File: src/rtl/mem_port_arbiter.sv
`default_nettype none
// ============================================================================
// Module      : mem_port_arbiter
// Description : Four-requester round-robin arbiter for the shared 64-bit
//               data-memory port (fetch, load/store, DMA, debug). Grants
//               ownership for multi-beat transfers and drives the select of
//               the shared 4:1 port mux. Carries no data.
// Ports       : clk          - system clock, rising edge
//               reset        - asynchronous, active-high reset
//               req[3:0]     - per-requester request, held for whole transfer
//               last[3:0]    - per-requester final-beat marker (owner only)
//               mem_ready    - memory accepts the current beat
//               gnt[3:0]     - registered one-hot grant, zero when idle
//               sel[1:0]     - registered mux select, equals owner index
//               mem_valid    - busy & req[sel] (combinational)
//               busy         - registered, high while a grant is held
//               timeout_err  - sticky timeout flag
// Options     : `define ARB_TIMEOUT_EN enables the stall timeout (TIMEOUT
//               cycles without a completed beat forces a release and sets
//               timeout_err). Without it timeout_err is constant 0.
// Revision    : 1.0 - initial release
// ============================================================================
module mem_port_arbiter #(
    parameter int TIMEOUT = 16
) (
    input  logic       clk,
    input  logic       reset,
    input  logic [3:0] req,
    input  logic [3:0] last,
    input  logic       mem_ready,
    output logic [3:0] gnt,
    output logic [1:0] sel,
    output logic       mem_valid,
    output logic       busy,
    output logic       timeout_err
);

    if (TIMEOUT < 1 || TIMEOUT > 255) begin : g_timeout_range_check
        $error("mem_port_arbiter: TIMEOUT must be in 1..255");
    end

    typedef enum logic [0:0] {
        ST_IDLE  = 1'b0,
        ST_GRANT = 1'b1
    } state_t;

    state_t     r_state;
    logic [3:0] r_gnt;
    logic [1:0] r_sel;
    logic [1:0] r_ptr;
    logic       r_busy;

    logic [1:0] w_winner;
    logic       w_any;
    logic       w_owner_req;
    logic       w_beat;
    logic       w_release;
    logic       w_timeout_hit;

    // Round-robin scan: first set request starting at r_ptr, wrapping mod 4.
    always_comb begin
        w_winner = r_ptr;
        w_any    = 1'b0;
        for (int i = 0; i < 4; i++) begin
            if (!w_any && req[r_ptr + 2'(i)]) begin
                w_winner = r_ptr + 2'(i);
                w_any    = 1'b1;
            end
        end
    end

    assign w_owner_req = req[r_sel];
    assign mem_valid   = r_busy & w_owner_req;
    assign w_beat      = mem_valid & mem_ready;

    // Release on final beat, on the owner dropping its request (abort), or
    // on a stall timeout.
    assign w_release = (r_state == ST_GRANT) &&
                       (!w_owner_req || (w_beat && last[r_sel]) || w_timeout_hit);

`ifdef ARB_TIMEOUT_EN
    localparam logic [7:0] c_timeout_limit = 8'(TIMEOUT - 1);

    logic [7:0] r_cnt;
    logic       r_timeout_err;

    // The counter value is the number of stalled GRANT cycles already seen;
    // reaching TIMEOUT happens on the edge where it would step past
    // TIMEOUT-1. A completed beat clears it instead, so a beat on that same
    // edge wins. An abort on that edge is a plain release with no error.
    assign w_timeout_hit = r_busy && w_owner_req && !w_beat &&
                           (r_cnt == c_timeout_limit);

    always_ff @(posedge clk or posedge reset) begin
        if (reset) begin
            r_cnt         <= 8'd0;
            r_timeout_err <= 1'b0;
        end else begin
            if (r_state != ST_GRANT || w_beat || w_release) begin
                r_cnt <= 8'd0;
            end else begin
                r_cnt <= r_cnt + 8'd1;
            end
            if (w_timeout_hit) begin
                r_timeout_err <= 1'b1;
            end
        end
    end

    assign timeout_err = r_timeout_err;
`else
    assign w_timeout_hit = 1'b0;
    assign timeout_err   = 1'b0;
`endif

    always_ff @(posedge clk or posedge reset) begin
        if (reset) begin
            r_state <= ST_IDLE;
            r_gnt   <= 4'b0000;
            r_sel   <= 2'd0;
            r_ptr   <= 2'd0;
            r_busy  <= 1'b0;
        end else begin
            case (r_state)
                ST_IDLE: begin
                    if (w_any) begin
                        r_state <= ST_GRANT;
                        r_gnt   <= 4'b0001 << w_winner;
                        r_sel   <= w_winner;
                        r_busy  <= 1'b1;
                    end
                end
                ST_GRANT: begin
                    // sel is left at the old owner after release; it is only
                    // meaningful while busy.
                    if (w_release) begin
                        r_state <= ST_IDLE;
                        r_gnt   <= 4'b0000;
                        r_busy  <= 1'b0;
                        r_ptr   <= r_sel + 2'd1;
                    end
                end
                default: begin
                    r_state <= ST_IDLE;
                    r_gnt   <= 4'b0000;
                    r_busy  <= 1'b0;
                end
            endcase
        end
    end

    assign gnt  = r_gnt;
    assign sel  = r_sel;
    assign busy = r_busy;

endmodule
`default_nettype wire
File: config.mk
export PLATFORM = sky130hd
export DESIGN_NAME = mem_port_arbiter
export DESIGN_NICKNAME = d
export VERILOG_FILES = /design/src/rtl/mem_port_arbiter.sv
export SDC_FILE = /design/constraint.sdc
export NUM_CORES = 1
export LEC_CHECK = 0
export ABC_CLOCK_PERIOD_IN_PS = 1800
export BUFFER_PORTS_ARGS = -buffer_cell sky130_fd_sc_hd__buf_2
export CORE_MARGIN = 1
export CORE_UTILIZATION = 47
export CTS_CLUSTER_DIAMETER = 80
export DETAILED_ROUTE_END_ITERATION = 10
export PLACE_DENSITY_LB_ADDON = 0.1
export REMOVE_ABC_BUFFERS = 1
export SYNTH_ARGS = -nofsm -noshare
export SYNTH_HDL_FRONTEND = slang
export SYNTH_SLANG_ARGS = --single-unit
export TNS_END_PERCENT = 30
File: constraint.sdc
create_clock -name clk -period 1.8 [get_ports clk]
set_input_delay 0.54 -clock clk [delete_from_list [all_inputs] [get_ports clk]]
set_output_delay 0.54 -clock clk [all_outputs]
set_load 0.05 [all_outputs]
# After elaboration in Yosys (flattened, before gate mapping)
# Cells that the tools add are included.
# op_classes
n_shift	1
magnitude_cmp	5
bitwise_logic	3
mux	28
eq_ne	2
n_reduce_logical	13
add_sub_neg	4
# ops
operator	n
2-bit by 3-bit < comparator with 1-bit output (second input constant)	5
1-bit two-way mux	14
1-bit binary-select mux with 2-bit select	6
4-bit two-way mux	2
4-bit one-hot mux with 2 select lines	1
2-bit two-way mux	3
2-bit AND reduction	3
1-bit logical AND	5
2-bit by 1-bit adder with 2-bit output (second input constant)	2
2-bit adder (second input constant)	2
1-bit zero test	4
1-bit one-hot mux with 2 select lines	2
1-bit by 2-bit << shifter with 4-bit output (first input constant)	1
1-bit AND	2
2-bit by 1-bit inequality test with 1-bit output (second input constant)	1
2-bit inequality test (second input constant)	1
1-bit logical OR	1
1-bit NOT	1
# totals
ff_bits	10
output_inout_bits	9
input_bits	11
wordCells	61

# Logic depth before layout (Yosys ltp)
# logic_depth
ltp_word	15
depth_mapped	5
ltp_nobuf	4

# Worst setup path after synthesis
# OpenSTA, ideal clock, no wires.
# synth_path
path_type	flip-flop to output port
from	reg r_sel[0], in the netlist sel[0]
to	out mem_valid
path_buffers	1
slack_ps	-363
stages_incl_launch_ff	4
required_time_ps	1260
t_arrival_ps	1623
path_cell_list	dfrtp_1 > buf_6 > mux4_2 > and2_2
# synth_via
elab_chain_len	3
# synth_rtl
item	line_no	source
start: declaration	49	logic [1:0] r_sel;
start signal: assignment	129	r_sel <= w_winner;
1-bit binary-select mux with 2-bit select	72	assign w_owner_req = req[r_sel];
1-bit two-way mux (not written as such)	72	
1-bit AND	73	assign mem_valid = r_busy & w_owner_req;
end: declaration	33	output logic mem_valid,
# Every way passes these cells. The select of a mux whose other input is x is not followed.

# Final worst setup path
# Same ends and word-level chain as after synthesis.

==> flow_summary_export.csv <==
group,metric,value,unit
outcome,violations,"negative setup slack",
critical_path,path_max_fanout,2,
pwr,p_switching,0.8237,mW
critical_path,end_kind,"output pin",
placed_design,post-place-ws,-263.5,ps
yosys,netlist_area,610.6,um^2
yosys,ys_top_cells_by_count,"10 x dfrtp_1, 6 x a21oi_1, 3 x inv_1, 3 x nand2_1, 3 x nand2b_1",
pwr,total_power,1.671,mW
global_routing,grtUsageTotal,23.98,%
yosys,syn_area_per_cell,10.01,um^2
sta,drv_slew,0,
global_routing,grt_pass1_wl,2.352,mm
yosys,synthCells,61,
cts,cts_buffers,3,
detailed_routing,avgRoutedWirePerCell,13.40,um
pwr,max-vdd-ir-drop,1.018,mV
cts,clock_latency,260,ps
yosys,synth.distinct_cells,33,
pwr,p_per_area,2058,nW/um^2
placed_design,hpwlAfterDp,1.040,mm
critical_path,cp-start-kind,"flip-flop",
detailed_routing,drcViolationCount,0,
global_routing,grt_pass1_vias,567,
floorplanning,core-area,1156,um^2
yosys,yosys_warnings,0,
detailed_routing,routed_wl,1.394,mm
global_routing,grt_start_max_net_pins,11,
critical_path,required,1260,ps
detailed_routing,first_pass_iters,4,
floorplanning,die_x,38.05,um
sta,clock.fmax,503.7,MHz
cts,clkTransAtPathRegs,60,ps
pwr,power_frac_seq,26.3,%
cts,clockBufferDepth,2,
placed_design,dpl_cell_area,778.2,um^2
final_layout,area_growth,32.99,%
placed_design,placed_cells_incl_taps,101,
detailed_routing,via_per_inst,5.577,
sta,hold_viol,0,
yosys,synth.most_common_cell,"dfrtp_1",
outcome,status,"complete, but fails checks",
critical_path,rr_worst_depth,5,
critical_path,cp.arrival,1450,ps
cts,cts_tree,"built",
sta,final.setup.worst_slack,-185.4,ps
final_layout,fin_area,812.0,um^2
yosys,ys_seq_area_share,40.98,%
cts,clkSinkCount,10,
sta,period_minus_slack,1985,ps
pwr,clkPwrFrac,9.0,%
final_layout,post_route_cells_drive_above_1_share,45.56,%
critical_path,reg2reg_slack,240,ps
detailed_routing,ant_nets,0,
final_layout,utilization,70.24,%
detailed_routing,dr_total_vias,580,
pwr,swShare,49.29,%
yosys,yosys_most_used_dff,"dfrtp_1",
detailed_routing,drtIter0Drc,16,
sta,period_share,110.3,%
pwr,p_comb_share,64.7,%
sta,skew,0.5285,ps
critical_path,critical_path_class,"reg -> out",
sta,setup_viol,1,
cts,postCtsSetupBuffers,0,
critical_path,r2r-end,"gnt[0]$_DFFE_PP0P_",
final_layout,diodes,0,
final_layout,fin_nets,103,
floorplanning,ios,20,
floorplanning,die_y,38.05,um
cts,hold_buffers,0,
yosys,synthArstFlopShare,100.0,%
global_routing,gr-total-overflow,0,
placed_design,gp_congestion,0.8005,
critical_path,crit_path_end,"mem_valid",
yosys,yosysTopAreaCell,"dfrtp_1",
critical_path,cp-startpoint,"sel[0]$_DFFE_PP0P_",
cts,htree_levels,1,
sta,grt_setup_unrepaired,"yes",
final_layout,fin_cells,104,
hold_path,min_path_type,"in -> async",
placed_design,port_buffers,18,
run,cap_violations,0,
pwr,leakage,0.3951,nW
global_routing,antenna_found_initial,0,
cts,cts-root-buf,"clkbuf_4",
yosys,yosysTopAreaCellShare,40.98,%
yosys,ys_ff_latch,10,
pwr,internal_power,0.8475,mW
floorplanning,dieArea,1447,um^2
floorplanning,row_count,12,
floorplanning,initial_core_util,52.81,%
yosys,synth_area_leaders,"dfrtp_1 41%, a21oi_1 4.9%, mux4_2 3.7%, a32o_1 3.3%, mux2i_1 3.3%",
yosys,synth_edf_count,0,
critical_path,r2r_start,"sel[0]$_DFFE_PP0P_",
## sequential cells by signal (all words and copies together), names as in the netlist
register	flops
gnt	4
r_ptr	2
sel	2
busy	1
r_state	1
## what timing repair did
| action | in CTS | in global routing |
|---|---|---|
| setup endpoints to repair | 1 | 1 |
| gates resized for setup | 4 | 0 |
| pin swaps | 1 | 0 |
## logic make-up after synthesis
group / Yosys count / synth area share [%]
multiplexers: 4 / 8.811
AND/OR/NAND/NOR: 19 / 18.65
buffers and inverters: 6 / 5.532
AO/OA/AOI/OAI: 20 / 23.98
XOR/XNOR: 1 / 1.435
flip-flops: 10 / 40.98
other: 1 / 0.6142
## power by group through the flow
| stage | Sequential, mW | Clock (mW) | Combinational [mW] |
|---|---|---|---|
| 6_report | 0.440 | 0.150 | 1.08 |
| 3_5_place_dp | 0.438 | 0 | 1.04 |
| 3_3_place_gp | 0.436 | 0 | 1.03 |
| 4_1_cts | 0.439 | 0.152 | 1.09 |
| 2_1_floorplan | 0.720 | 0 | 0.437 |
| 5_1_grt | 0.461 | 0.159 | 1.16 |
## layer usage
layer	part of all wire, %	vias to the layer above	track usage, %
met5	0	-	0
met4	1.5	0	8.036
met1	43	264	28.30
li1	-	288	-
met2	50	26	43.64
met3	5.3	2	3.488
## worst min-delay path by stage
stage	startpoint	to	slack [ps]
floorplan	reset	busy$_DFFE_PP0P_	380
global placement	reset	gnt[2]$_DFFE_PP0P_	520
detailed placement	reset	gnt[3]$_DFFE_PP0P_	530
CTS	reset	gnt[0]$_DFFE_PP0P_	250
global route	reset	sel[0]$_DFFE_PP0P_	280
finish	reset	gnt[3]$_DFFE_PP0P_	240
## worst max-delay path, cell delays in order, from the launching register on
cell and delay, ps:
dfrtp_1 370, mux4_2 520, and2_4 160, buf_8 140
## layout by cell type (no fill, tap or decap), types with 3 or more instances in the layout
cell type	instances
inv_1	3
clkbuf_4	3
nand2b_1	3
a21oi_1	6
buf_2	17
nand2_1	3
dfrtp_1	10
buf_4	11
## metrics by stage
stage               TNS [ps]  hold WS, ps
floorplan             -752.5        380.2
global placement      -260.8        520.4
detailed placement    -301.3        532.2
CTS                   -200.5        249.9
global route          -234.8        276.8
finish                -185.4        237.7
## final cells by class
type	instances	area (um^2)
flip-flops and latches	10	250.2
fillers	91	344.1
clock buffers	3	22.52
well taps	14	17.52
multi-input cells	45	327.8
inverters	3	11.26
repair buffers	29	182.7
Power figures use the tool's default switching activity.
